### config.mk
export PLATFORM = sky130hd
export DESIGN_NAME = e203_nice_csr_rmw
export DESIGN_NICKNAME = d
export VERILOG_FILES = /design/src/rtl/e203_nice_csr_pkg.sv /design/src/rtl/e203_nice_csr_tmo.sv /design/src/rtl/e203_nice_csr_rmw.sv
export SDC_FILE = /design/constraint.sdc
export NUM_CORES = 1
export LEC_CHECK = 0
export CORE_MARGIN = 2
export CORE_UTILIZATION = 48
export CTS_CLUSTER_DIAMETER = 40
export DETAILED_ROUTE_END_ITERATION = 8
export GPL_ROUTABILITY_DRIVEN = 0
export PLACE_DENSITY = 0.91
export SYNTH_ARGS = -nofsm -noshare
export SYNTH_HDL_FRONTEND = slang
export SYNTH_SLANG_ARGS = --single-unit
### constraint.sdc
create_clock -name clk -period 3.3 [get_ports clk]
set_input_delay 0.66 -clock clk [delete_from_list [all_inputs] [get_ports clk]]
set_output_delay 0.66 -clock clk [all_outputs]
set_load 0.05 [all_outputs]
### src/rtl/e203_nice_csr_pkg.sv
// Shared types and encodings for the NICE extended-CSR read-modify-write sequencer.
package e203_nice_csr_pkg;

  typedef enum logic [1:0] {
    ST_IDLE = 2'd0,
    ST_RD   = 2'd1,
    ST_WR   = 2'd2,
    ST_RSP  = 2'd3
  } state_e;

  localparam logic [1:0] OP_RW  = 2'b00;
  localparam logic [1:0] OP_RS  = 2'b01;
  localparam logic [1:0] OP_RC  = 2'b10;
  localparam logic [1:0] OP_RSV = 2'b11;

endpackage

### src/rtl/e203_nice_csr_tmo.sv
// Handshake wait counter: counts cycles valid is held without ready and flags
// the cycle in which the wait limit would be reached. TIMEOUT=0 disables it.
module e203_nice_csr_tmo #(
  parameter int TIMEOUT = 16
) (
  input  logic clk,
  input  logic rst,
  input  logic clr,
  input  logic inc,
  output logic expired
);

  generate
    if (TIMEOUT == 0) begin : g_off
      assign expired = 1'b0;
    end else begin : g_on
      localparam int CW = $clog2(TIMEOUT + 1);
      localparam logic [CW-1:0] LIMIT = CW'(TIMEOUT);
      localparam logic [CW-1:0] LAST  = CW'(TIMEOUT - 1);

      logic [CW-1:0] cnt;

      // Wait counter: cleared on entry to a bus state, saturating at the limit.
      always_ff @(posedge clk) begin
        if (rst) begin
          cnt <= '0;
        end else if (clr) begin
          cnt <= '0;
        end else if (inc && (cnt != LIMIT)) begin
          cnt <= cnt + CW'(1);
        end else begin
          cnt <= cnt;
        end
      end

      // The edge that would bring the count to the limit is the expiry edge.
      assign expired = inc && (cnt == LAST);
    end
  endgenerate

endmodule

### src/rtl/e203_nice_csr_rmw.sv
// CSR instruction sequencer: turns one CSRRW/CSRRS/CSRRC request into at most
// one read and one write on the nice_csr bus and returns the old value.
// All outputs are registered; they are computed from the next state.
module e203_nice_csr_rmw
  import e203_nice_csr_pkg::*;
#(
  parameter int TIMEOUT = 16
) (
  input  logic        clk,
  input  logic        rst,
  input  logic        req_valid,
  output logic        req_ready,
  input  logic [31:0] req_addr,
  input  logic [1:0]  req_op,
  input  logic        req_ren,
  input  logic        req_wen,
  input  logic [31:0] req_wdata,
  output logic        rsp_valid,
  input  logic        rsp_ready,
  output logic [31:0] rsp_rdata,
  output logic        rsp_err,
  output logic        nice_csr_valid,
  input  logic        nice_csr_ready,
  output logic [31:0] nice_csr_addr,
  output logic        nice_csr_wr,
  output logic [31:0] nice_csr_wdata,
  input  logic [31:0] nice_csr_rdata
);

  state_e      state, state_nx;

  logic [31:0] lat_addr, lat_addr_nx;
  logic [1:0]  lat_op, lat_op_nx;
  logic        lat_ren, lat_ren_nx;
  logic        lat_wen, lat_wen_nx;
  logic [31:0] lat_operand, lat_operand_nx;
  logic [31:0] old, old_nx;
  logic        err, err_nx;

  logic        req_ready_nx;
  logic        rsp_valid_nx;
  logic [31:0] rsp_rdata_nx;
  logic        rsp_err_nx;
  logic        bus_valid_nx;
  logic [31:0] bus_addr_nx;
  logic        bus_wr_nx;
  logic [31:0] bus_wdata_nx;
  logic [31:0] rmw_data;

  logic accept;
  logic hs;
  logic need_rd_in;
  logic tmo_clr;
  logic tmo_inc;
  logic expired;

  assign accept     = req_valid && req_ready;
  assign hs         = nice_csr_valid && nice_csr_ready;
  assign need_rd_in = req_ren || (req_wen && (req_op != OP_RW));
  assign tmo_inc    = nice_csr_valid && !nice_csr_ready;
  assign tmo_clr    = (state_nx != state);

  e203_nice_csr_tmo #(
    .TIMEOUT (TIMEOUT)
  ) u_tmo (
    .clk     (clk),
    .rst     (rst),
    .clr     (tmo_clr),
    .inc     (tmo_inc),
    .expired (expired)
  );

  // State register.
  always_ff @(posedge clk) begin
    if (rst) begin
      state <= ST_IDLE;
    end else begin
      state <= state_nx;
    end
  end

  // Next-state selection; a handshake always wins over an expiring wait.
  always_comb begin
    state_nx = state;
    case (state)
      ST_IDLE: begin
        if (!accept) begin
          state_nx = ST_IDLE;
        end else if (req_op == OP_RSV) begin
          state_nx = ST_RSP;
        end else if (need_rd_in) begin
          state_nx = ST_RD;
        end else if (req_wen) begin
          state_nx = ST_WR;
        end else begin
          state_nx = ST_RSP;
        end
      end
      ST_RD: begin
        if (hs) begin
          state_nx = lat_wen ? ST_WR : ST_RSP;
        end else if (expired) begin
          state_nx = ST_RSP;
        end else begin
          state_nx = ST_RD;
        end
      end
      ST_WR: begin
        if (hs || expired) begin
          state_nx = ST_RSP;
        end else begin
          state_nx = ST_WR;
        end
      end
      ST_RSP: begin
        if (rsp_ready) begin
          state_nx = ST_IDLE;
        end else begin
          state_nx = ST_RSP;
        end
      end
      default: state_nx = ST_IDLE;
    endcase
  end

  // Next values of the latched request, captured old value and error flag.
  always_comb begin
    lat_addr_nx    = lat_addr;
    lat_op_nx      = lat_op;
    lat_ren_nx     = lat_ren;
    lat_wen_nx     = lat_wen;
    lat_operand_nx = lat_operand;
    old_nx         = old;
    err_nx         = err;
    case (state)
      ST_IDLE: begin
        if (accept) begin
          lat_addr_nx    = req_addr;
          lat_op_nx      = req_op;
          lat_ren_nx     = req_ren;
          lat_wen_nx     = req_wen;
          lat_operand_nx = req_wdata;
          old_nx         = 32'h0000_0000;
          err_nx         = (req_op == OP_RSV);
        end else begin
          err_nx = err;
        end
      end
      ST_RD: begin
        if (hs) begin
          old_nx = nice_csr_rdata;
        end else if (expired) begin
          err_nx = 1'b1;
        end else begin
          old_nx = old;
        end
      end
      ST_WR: begin
        if (!hs && expired) begin
          err_nx = 1'b1;
        end else begin
          err_nx = err;
        end
      end
      ST_RSP:  err_nx = err;
      default: err_nx = err;
    endcase
  end

  // Output values for the next cycle, including the read-modify-write data.
  always_comb begin
    case (lat_op_nx)
      OP_RW:   rmw_data = lat_operand_nx;
      OP_RS:   rmw_data = old_nx | lat_operand_nx;
      OP_RC:   rmw_data = old_nx & ~lat_operand_nx;
      default: rmw_data = 32'h0000_0000;
    endcase

    req_ready_nx = (state_nx == ST_IDLE);
    rsp_valid_nx = (state_nx == ST_RSP);
    rsp_err_nx   = (state_nx == ST_RSP) && err_nx;
    bus_valid_nx = (state_nx == ST_RD) || (state_nx == ST_WR);
    bus_wr_nx    = (state_nx == ST_WR);

    if ((state_nx == ST_RSP) && lat_ren_nx && !err_nx) begin
      rsp_rdata_nx = old_nx;
    end else begin
      rsp_rdata_nx = 32'h0000_0000;
    end

    if (bus_valid_nx) begin
      bus_addr_nx = lat_addr_nx;
    end else begin
      bus_addr_nx = 32'h0000_0000;
    end

    if (bus_wr_nx) begin
      bus_wdata_nx = rmw_data;
    end else begin
      bus_wdata_nx = 32'h0000_0000;
    end
  end

  // Request latches and registered outputs.
  always_ff @(posedge clk) begin
    if (rst) begin
      lat_addr       <= 32'h0000_0000;
      lat_op         <= OP_RW;
      lat_ren        <= 1'b0;
      lat_wen        <= 1'b0;
      lat_operand    <= 32'h0000_0000;
      old            <= 32'h0000_0000;
      err            <= 1'b0;
      req_ready      <= 1'b1;
      rsp_valid      <= 1'b0;
      rsp_rdata      <= 32'h0000_0000;
      rsp_err        <= 1'b0;
      nice_csr_valid <= 1'b0;
      nice_csr_addr  <= 32'h0000_0000;
      nice_csr_wr    <= 1'b0;
      nice_csr_wdata <= 32'h0000_0000;
    end else begin
      lat_addr       <= lat_addr_nx;
      lat_op         <= lat_op_nx;
      lat_ren        <= lat_ren_nx;
      lat_wen        <= lat_wen_nx;
      lat_operand    <= lat_operand_nx;
      old            <= old_nx;
      err            <= err_nx;
      req_ready      <= req_ready_nx;
      rsp_valid      <= rsp_valid_nx;
      rsp_rdata      <= rsp_rdata_nx;
      rsp_err        <= rsp_err_nx;
      nice_csr_valid <= bus_valid_nx;
      nice_csr_addr  <= bus_addr_nx;
      nice_csr_wr    <= bus_wr_nx;
      nice_csr_wdata <= bus_wdata_nx;
    end
  end

endmodule

==> results_dict.tcl, run 1 <==
set metrics [dict create \
    run_status "complete, no violations" \
    synth_nets 837 \
    post-route-worst-setup-slack_ps 426 \
    dieWidth_um 128 \
    grt_first_pass_wirelength_um 30200 \
    internal_power_mw 5.20 \
    critPathArrivalTime_ps 3270 \
    yosys.cell_types.count 45 \
    synth_edf_count 0 \
    worst-path-max-fanout 20 \
    final_antenna_diode_count 0 \
    antenna_violating_nets_post_route 0 \
    post_cts_hold_buffer_count 0 \
    finalSetupViolCount 0 \
    antenna_found_initial 0 \
    postLayoutCellArea_mm2 0.0105 \
    synthCells 726 \
    critical_path_required_ps 3690 \
    num_vias 5999 \
    setup.reg_to_reg.worst_slack_ps 430 \
    yosysWarnings 0 \
    peakVddDrop_mv 0.541 \
    synth_area_per_cell_um2 10.2 \
    period_minus_slack_ps 2870 \
    nNetsFinal 1036 \
    port_buffers 205 \
    asyncSetResetFlopFracSynth_pct 0 \
    worst-r2r-cell-count 12 \
    cts.path.max_buffers 3 \
    finish.utilization_pct 69.4 \
    endpoint_kind "flip-flop" \
    clock-sinks 209 \
    yosysTopAreaCellShare_pct 56.4 \
    placedCellCount 1085 \
    rsz0062_at_grt "no" \
    cts-htree-levels 1 \
    top_level_ports 206 \
    crit_type "flip-flop to flip-flop" \
    place_ws_ps 117 \
    routed_length_per_instance_um 16.9 \
    drt-total-wl_um 19200 \
    overflow 0 \
    groute.usage.overall_pct 22.7 \
    synth_largest_area_cell "sky130_fd_sc_hd__dfxtp_1" \
    hp-start "lat_addr[14]" \
    final_layout_setup_total_negative_slack_ps 0 \
    post-dp-hpwl_um 12400 \
    clock_tree_from_tritoncts "yes" \
    worst_hold_path.endpoint "lat_addr[14]" \
    comb_power_share_pct 20.6 \
    floorplan.rows 45 \
    critical_path.reg2reg.endpoint "rsp_rdata[4]" \
    final_slew_viol_count 0 \
    area_delta_synth_final_pct 41.7 \
    cp-start-kind "flip-flop" \
    hold_violations 0 \
    first_global_vias 6081 \
    layout_worst_path_cycle_share_pct 87.1 \
    yosysSeqAreaShare_pct 56.4 \
    fp.dieArea_mm2 0.0165 \
    p_leak_nw 4.06 \
    design.core.area_mm2 0.0151 \
    drt-vias-per-instance 5.29 \
    cts.root.buffer_cell "sky130_fd_sc_hd__clkbuf_16" \
    mappedNetlistArea_mm2 0.00742 \
    instances_no_fill 1133 \
    postPlaceCellArea_mm2 0.00957 \
    cellPowerDensity_mw_per_mm2 696 \
    drc_viols 0 \
    worstReg2RegStart "u_tmo.g_on.cnt[0]" \
    fmax_mhz 348 \
    drt-pass1-iter-count 4 \
    fin_worst_skew_ps 11.3 \
    tritoncts.num_buffers 26 \
    p_sw_share_pct 29.0 \
    grt_max_degree 42 \
    leading_cell_type_in_the_layout_fill_and_taps_excluded "sky130_fd_sc_hd__dfxtp_1" \
    clkTransAtPathRegs_ps 60 \
    power.share.sequential_pct 38.5 \
    clk_latency_ps 510 \
    hold_path_class "flip-flop to flip-flop" \
    highest_count_cells_in_the_layout_ignoring_fill_and_taps "sky130_fd_sc_hd__dfxtp_1 (209), sky130_fd_sc_hd__clkdlybuf4s50_1 (204), sky130_fd_sc_hd__nor2_1 (108)" \
    power_switching_mw 2.12 \
    drive_gt1_share_pct 8.78 \
    synth_top_cells_by_area "sky130_fd_sc_hd__dfxtp_1 (56%), sky130_fd_sc_hd__mux2i_1 (7.1%), sky130_fd_sc_hd__nor2_1 (5.5%)" \
    whs_path_depth 2 \
    worstMarginPinSlew_ps 611 \
    timing.slew.headroom_pct 59.3 \
    synth_flop_cell "sky130_fd_sc_hd__dfxtp_1" \
    p_clk_share_pct 40.9 \
    timing.max_cap.violations 0 \
    drt_first_iter_violations 314 \
    synth.ff_latch_count 209 \
    chipHeight_um 128 \
    initial_util_pct 49.0 \
]
==> worst max-delay path: stages (launching register included) <==
cell and delay (ps):
sky130_fd_sc_hd__dfxtp_1 350, sky130_fd_sc_hd__ha_1 210, sky130_fd_sc_hd__and3_1 180, sky130_fd_sc_hd__ha_1 220
sky130_fd_sc_hd__o21ai_0 200, sky130_fd_sc_hd__a21oi_1 100, sky130_fd_sc_hd__a211oi_1 430, sky130_fd_sc_hd__inv_1 130
sky130_fd_sc_hd__ha_2 190, sky130_fd_sc_hd__nor2b_1 170, sky130_fd_sc_hd__nand4_1 180, sky130_fd_sc_hd__buf_4 300
sky130_fd_sc_hd__nor2_1 80
==> synth_stat cells (7+ instances only) <==
master,number
sky130_fd_sc_hd__o21a_1,22
sky130_fd_sc_hd__dfxtp_1,209
sky130_fd_sc_hd__or3_1,12
sky130_fd_sc_hd__nor2_1,108
sky130_fd_sc_hd__clkbuf_1,22
sky130_fd_sc_hd__o32ai_2,9
sky130_fd_sc_hd__inv_1,7
sky130_fd_sc_hd__mux2i_1,53
sky130_fd_sc_hd__nand2_1,72
sky130_fd_sc_hd__o311a_1,12
sky130_fd_sc_hd__a21oi_1,50
sky130_fd_sc_hd__and3_1,13
sky130_fd_sc_hd__o32ai_1,23
sky130_fd_sc_hd__and2_1,33
sky130_fd_sc_hd__buf_2,15
sky130_fd_sc_hd__nor2b_1,8
==> what timing repair did <==
| item | 4_1_cts | 5_1_grt |
|---|---|---|
| gates resized for setup | 0 | 1 |
| setup endpoints to repair | 0 | 19 |
| buffers inserted | 0 | 0 |
==> area by class of cell <==
type                       count  area [um^2]
fill                        1108         4630
tap                          188          235
clock buffer                  33          717
inverter                       7         26.3
timing repair buffer         224         2230
multi-input combinational    457         2900
clock inverter                15          226
sequential                   209         4180
==> sequential cells by signal (all words and copies together), names as in the netlist <==
register / flops
err: 1
lat_op: 2
old: 32
state: 2
lat_ren: 1
lat_wen: 1
u_tmo.g_on.cnt: 5
nice_csr_valid: 1
nice_csr_addr: 32
lat_addr: 32
req_ready: 1
lat_operand: 32
rsp_rdata: 32
rsp_err: 1
rsp_valid: 1
nice_csr_wr: 1
nice_csr_wdata: 32
==> layer usage <==
| metal | global-route usage [%] | up-vias | part of all wire [%] |
|---|---|---|---|
| li1 | - | 2894 | - |
| met3 | 5.90 | 33 | 6.8 |
| met1 | 27.1 | 2892 | 41 |
| met5 | 0 | - | 0 |
| met4 | 8.08 | 0 | 2.4 |
| met2 | 39.7 | 180 | 50 |
==> how the worst max path moves through the flow <==
stage	startpoint	end	slack (ps)
floorplan	u_tmo.g_on.cnt[0]	nice_csr_wdata[21]	730
global placement	req_op[1]	nice_csr_addr[27]	230
detailed placement	req_op[0]	nice_csr_addr[17]	120
CTS	u_tmo.g_on.cnt[0]	nice_csr_addr[1]	300
global route	u_tmo.g_on.cnt[0]	nice_csr_wdata[3]	100
finish	u_tmo.g_on.cnt[0]	rsp_rdata[4]	430
==> stage by stage <==
stage          power (mW)  hold slack, ps
2_1_floorplan        3.91             432
3_3_place_gp         4.34             441
3_5_place_dp         4.37             445
4_1_cts              7.37             453
5_1_grt              7.62             472
6_report             7.32             452
==> power groups by stage <==
stage | sequential [mW] | combinational, mW | clock [mW]
2_1_floorplan | 3.10 | 0.811 | 0
3_3_place_gp | 2.86 | 1.48 | 0
3_5_place_dp | 2.87 | 1.50 | 0
4_1_cts | 2.82 | 1.51 | 3.04
5_1_grt | 2.84 | 1.63 | 3.15
6_report | 2.82 | 1.51 | 2.99
==> kinds of logic (layout without fill, tap and decap cells) <==
kind of cell / count (synthesis) / in the layout / share of synthesized area, %
and+or+nand+nor: 266 / 266 / 17.0
muxes: 55 / 55 / 7.48
xor gates and xnor gates: 3 / 3 / 0.354
DFF: 209 / 209 / 56.4
buffers and inverters: 60 / 279 / 4.79
adders and majority gates: 6 / 6 / 1.01
AOI/OAI and AO/OA: 127 / 127 / 13.0
(Power assumes the default switching activity.)
==> inputs of run 2 (changes only) <==
GPL_ROUTABILITY_DRIVEN = 1   (was 0)
SETUP_SLACK_MARGIN = 0.5   (was not set)
==> run 2 against run 1 <==
Sequential share of layout area shrank 0.12 points; critical path depth grew 1; flip-flop and latch count is the same; sequential power is essentially flat; combinational power is essentially flat; clock power is essentially flat; largest power group unchanged; via count grew 0.13%; clock skew shrank 0.78 ps; die area is the same; first-iteration DRC count grew 4.1%; power grew 0.29%; final area grew 0.31%.
==> results_dict.tcl, run 2 (same netlist as run 1, synthesis figures left out) <==
set metrics [dict create \
    final_antenna_diode_count 0 \
    worstMarginPinSlew_ps 615 \
    fp.dieArea_mm2 0.0165 \
    whs_path_depth 2 \
    timing.slew.headroom_pct 59.0 \
    top_level_ports 206 \
    postLayoutCellArea_mm2 0.0106 \
    finish.utilization_pct 69.7 \
    cell_family_with_most_cp_delay "adder cells" \
    place_ws_ps 117 \
    leading_cell_type_in_the_layout_fill_and_taps_excluded "sky130_fd_sc_hd__dfxtp_1" \
    critPathArrivalTime_ps 2980 \
    overflow 0 \
    grt_first_pass_wirelength_um 30200 \
    critical_path_required_ps 3680 \
    run_status "complete, no violations" \
    groute.usage.overall_pct 22.7 \
    final_slew_viol_count 0 \
    crit_type "flip-flop to flip-flop" \
    drt-total-wl_um 19300 \
    first_global_vias 6078 \
    cp-start-kind "flip-flop" \
    chipHeight_um 128 \
    filler_cell_count 1103 \
    drt_first_iter_violations 327 \
    grt_max_degree 42 \
    period_minus_slack_ps 2600 \
    area_delta_synth_final_pct 42.1 \
    clk_latency_ps 510 \
    post-route-worst-setup-slack_ps 704 \
    initial_util_pct 49.0 \
    routed_length_per_instance_um 17.0 \
    hp-start "lat_addr[14]" \
    antenna_violating_nets_post_route 0 \
    num_vias 6007 \
    slowest_stage "sky130_fd_sc_hd__dfxtp_1" \
    tritoncts.num_buffers 26 \
    dieWidth_um 128 \
    worst-path-buf-inv 3 \
    timing.max_cap.violations 0 \
    placedCellCount 1085 \
    instances_no_fill 1135 \
    clock_tree_from_tritoncts "yes" \
    endpoint_kind "flip-flop" \
    fin_worst_skew_ps 10.5 \
    drive_gt1_share_pct 9.19 \
    hold_violations 0 \
    critical-path-top-cell-by-count "sky130_fd_sc_hd__ha_1" \
    drc_viols 0 \
    design.core.area_mm2 0.0151 \
    fmax_mhz 385 \
    worstReg2RegStart "u_tmo.g_on.cnt[0]" \
    finalWeightedCongestion 0.801 \
    cts.path.max_buffers 3 \
    cpPeakStageDelay_ps 340 \
    nNetsFinal 1038 \
    hold_path_class "flip-flop to flip-flop" \
    clkTransAtPathRegs_ps 60 \
    highest_count_cells_in_the_layout_ignoring_fill_and_taps "sky130_fd_sc_hd__dfxtp_1 (209), sky130_fd_sc_hd__clkdlybuf4s50_1 (204), sky130_fd_sc_hd__nor2_1 (108)" \
    post-dp-hpwl_um 12400 \
    floorplan.rows 45 \
    layout_worst_path_cycle_share_pct 78.7 \
    critical_path_cell_count 13 \
    postPlaceCellArea_mm2 0.00957 \
    drt-vias-per-instance 5.29 \
    clock-sinks 209 \
    finalSetupViolCount 0 \
    p_leak_nw 4.07 \
    regArea_mm2 0.00418 \
    worst-path-max-fanout 16 \
    cellPowerDensity_mw_per_mm2 696 \
    total_area_of_multi_input_combinational_cells_mm2 0.00291 \
    port_buffers 205 \
    peakVddDrop_mv 0.541 \
    drt-pass1-iter-count 4 \
    rsz0062_at_grt "no" \
    critical_path.startpoint "u_tmo.g_on.cnt[0]" \
    worst-r2r-cell-count 13 \
    cp_cell_sequence "ha_1 > and3_1 > ha_1 > o21ai_1 > a21oi_1 > a211oi_2 > inv_1 > ha_1 > nand2b_1 > inv_1 > nand2_2 > buf_4 > o32ai_1" \
    cts.root.buffer_cell "sky130_fd_sc_hd__clkbuf_16" \
    cts-htree-levels 1 \
    final_layout_setup_total_negative_slack_ps 0 \
    antenna_found_initial 0 \
]
run 2: cell count changes in the layout (fill, tap and decap cells not counted), sizes merged:
cell and change:
buf +2
run 2: what timing repair did:
action / CTS / global route
setup endpoints to repair: 85 / 97
buffers inserted: 0 / 2
gates resized for setup: 2 / 5
pin swaps: 0 / 1
hold buffers: 0 / 0
run 2: final cells by class:
class	instances	area share, %
timing repair buffer	226	21.4
sequential	209	39.7
multi-input combinational	457	27.6
clock buffer	33	6.80
clock inverter	15	2.15
inverter	7	0.249
tap	188	2.23
run 2: final timing paths:
path	slack (ps)	endpoint
max	700	nice_csr_wdata[3]
min	450	lat_addr[14]
max reg2reg	700	nice_csr_wdata[3]
min reg2reg	450	lat_addr[14]
run 2: metal layers:
metal | vias to the layer above | track usage [%] | routed length, um
met4 | 0 | 8.08 | 427
met5 | - | 0 | 0
li1 | 2894 | - | -
met3 | 32 | 5.90 | 1390
met2 | 194 | 39.7 | 9500
met1 | 2887 | 27.0 | 7960
run 2: per-stage QoR:
stage	power, mW	hold WS, ps
final	7.35	453
after global routing	7.64	472
after CTS	7.38	453
after detailed placement	4.37	445
after global placement	4.34	441
after floorplan	3.91	432
run 2: worst min-delay path: cells and delay by family (launching register included):
family           cells  cell delay [ps]
AO/OA/AOI/OAI        1               60
AND/OR/NAND/NOR      1               40
flip-flops           1              300
run 2: report_power, final:
part	switching [mW]	internal, mW	total (mW)
Combinational	0.914	0.617	1.53
Sequential	0.0993	2.72	2.82
Clock	1.11	1.88	2.99
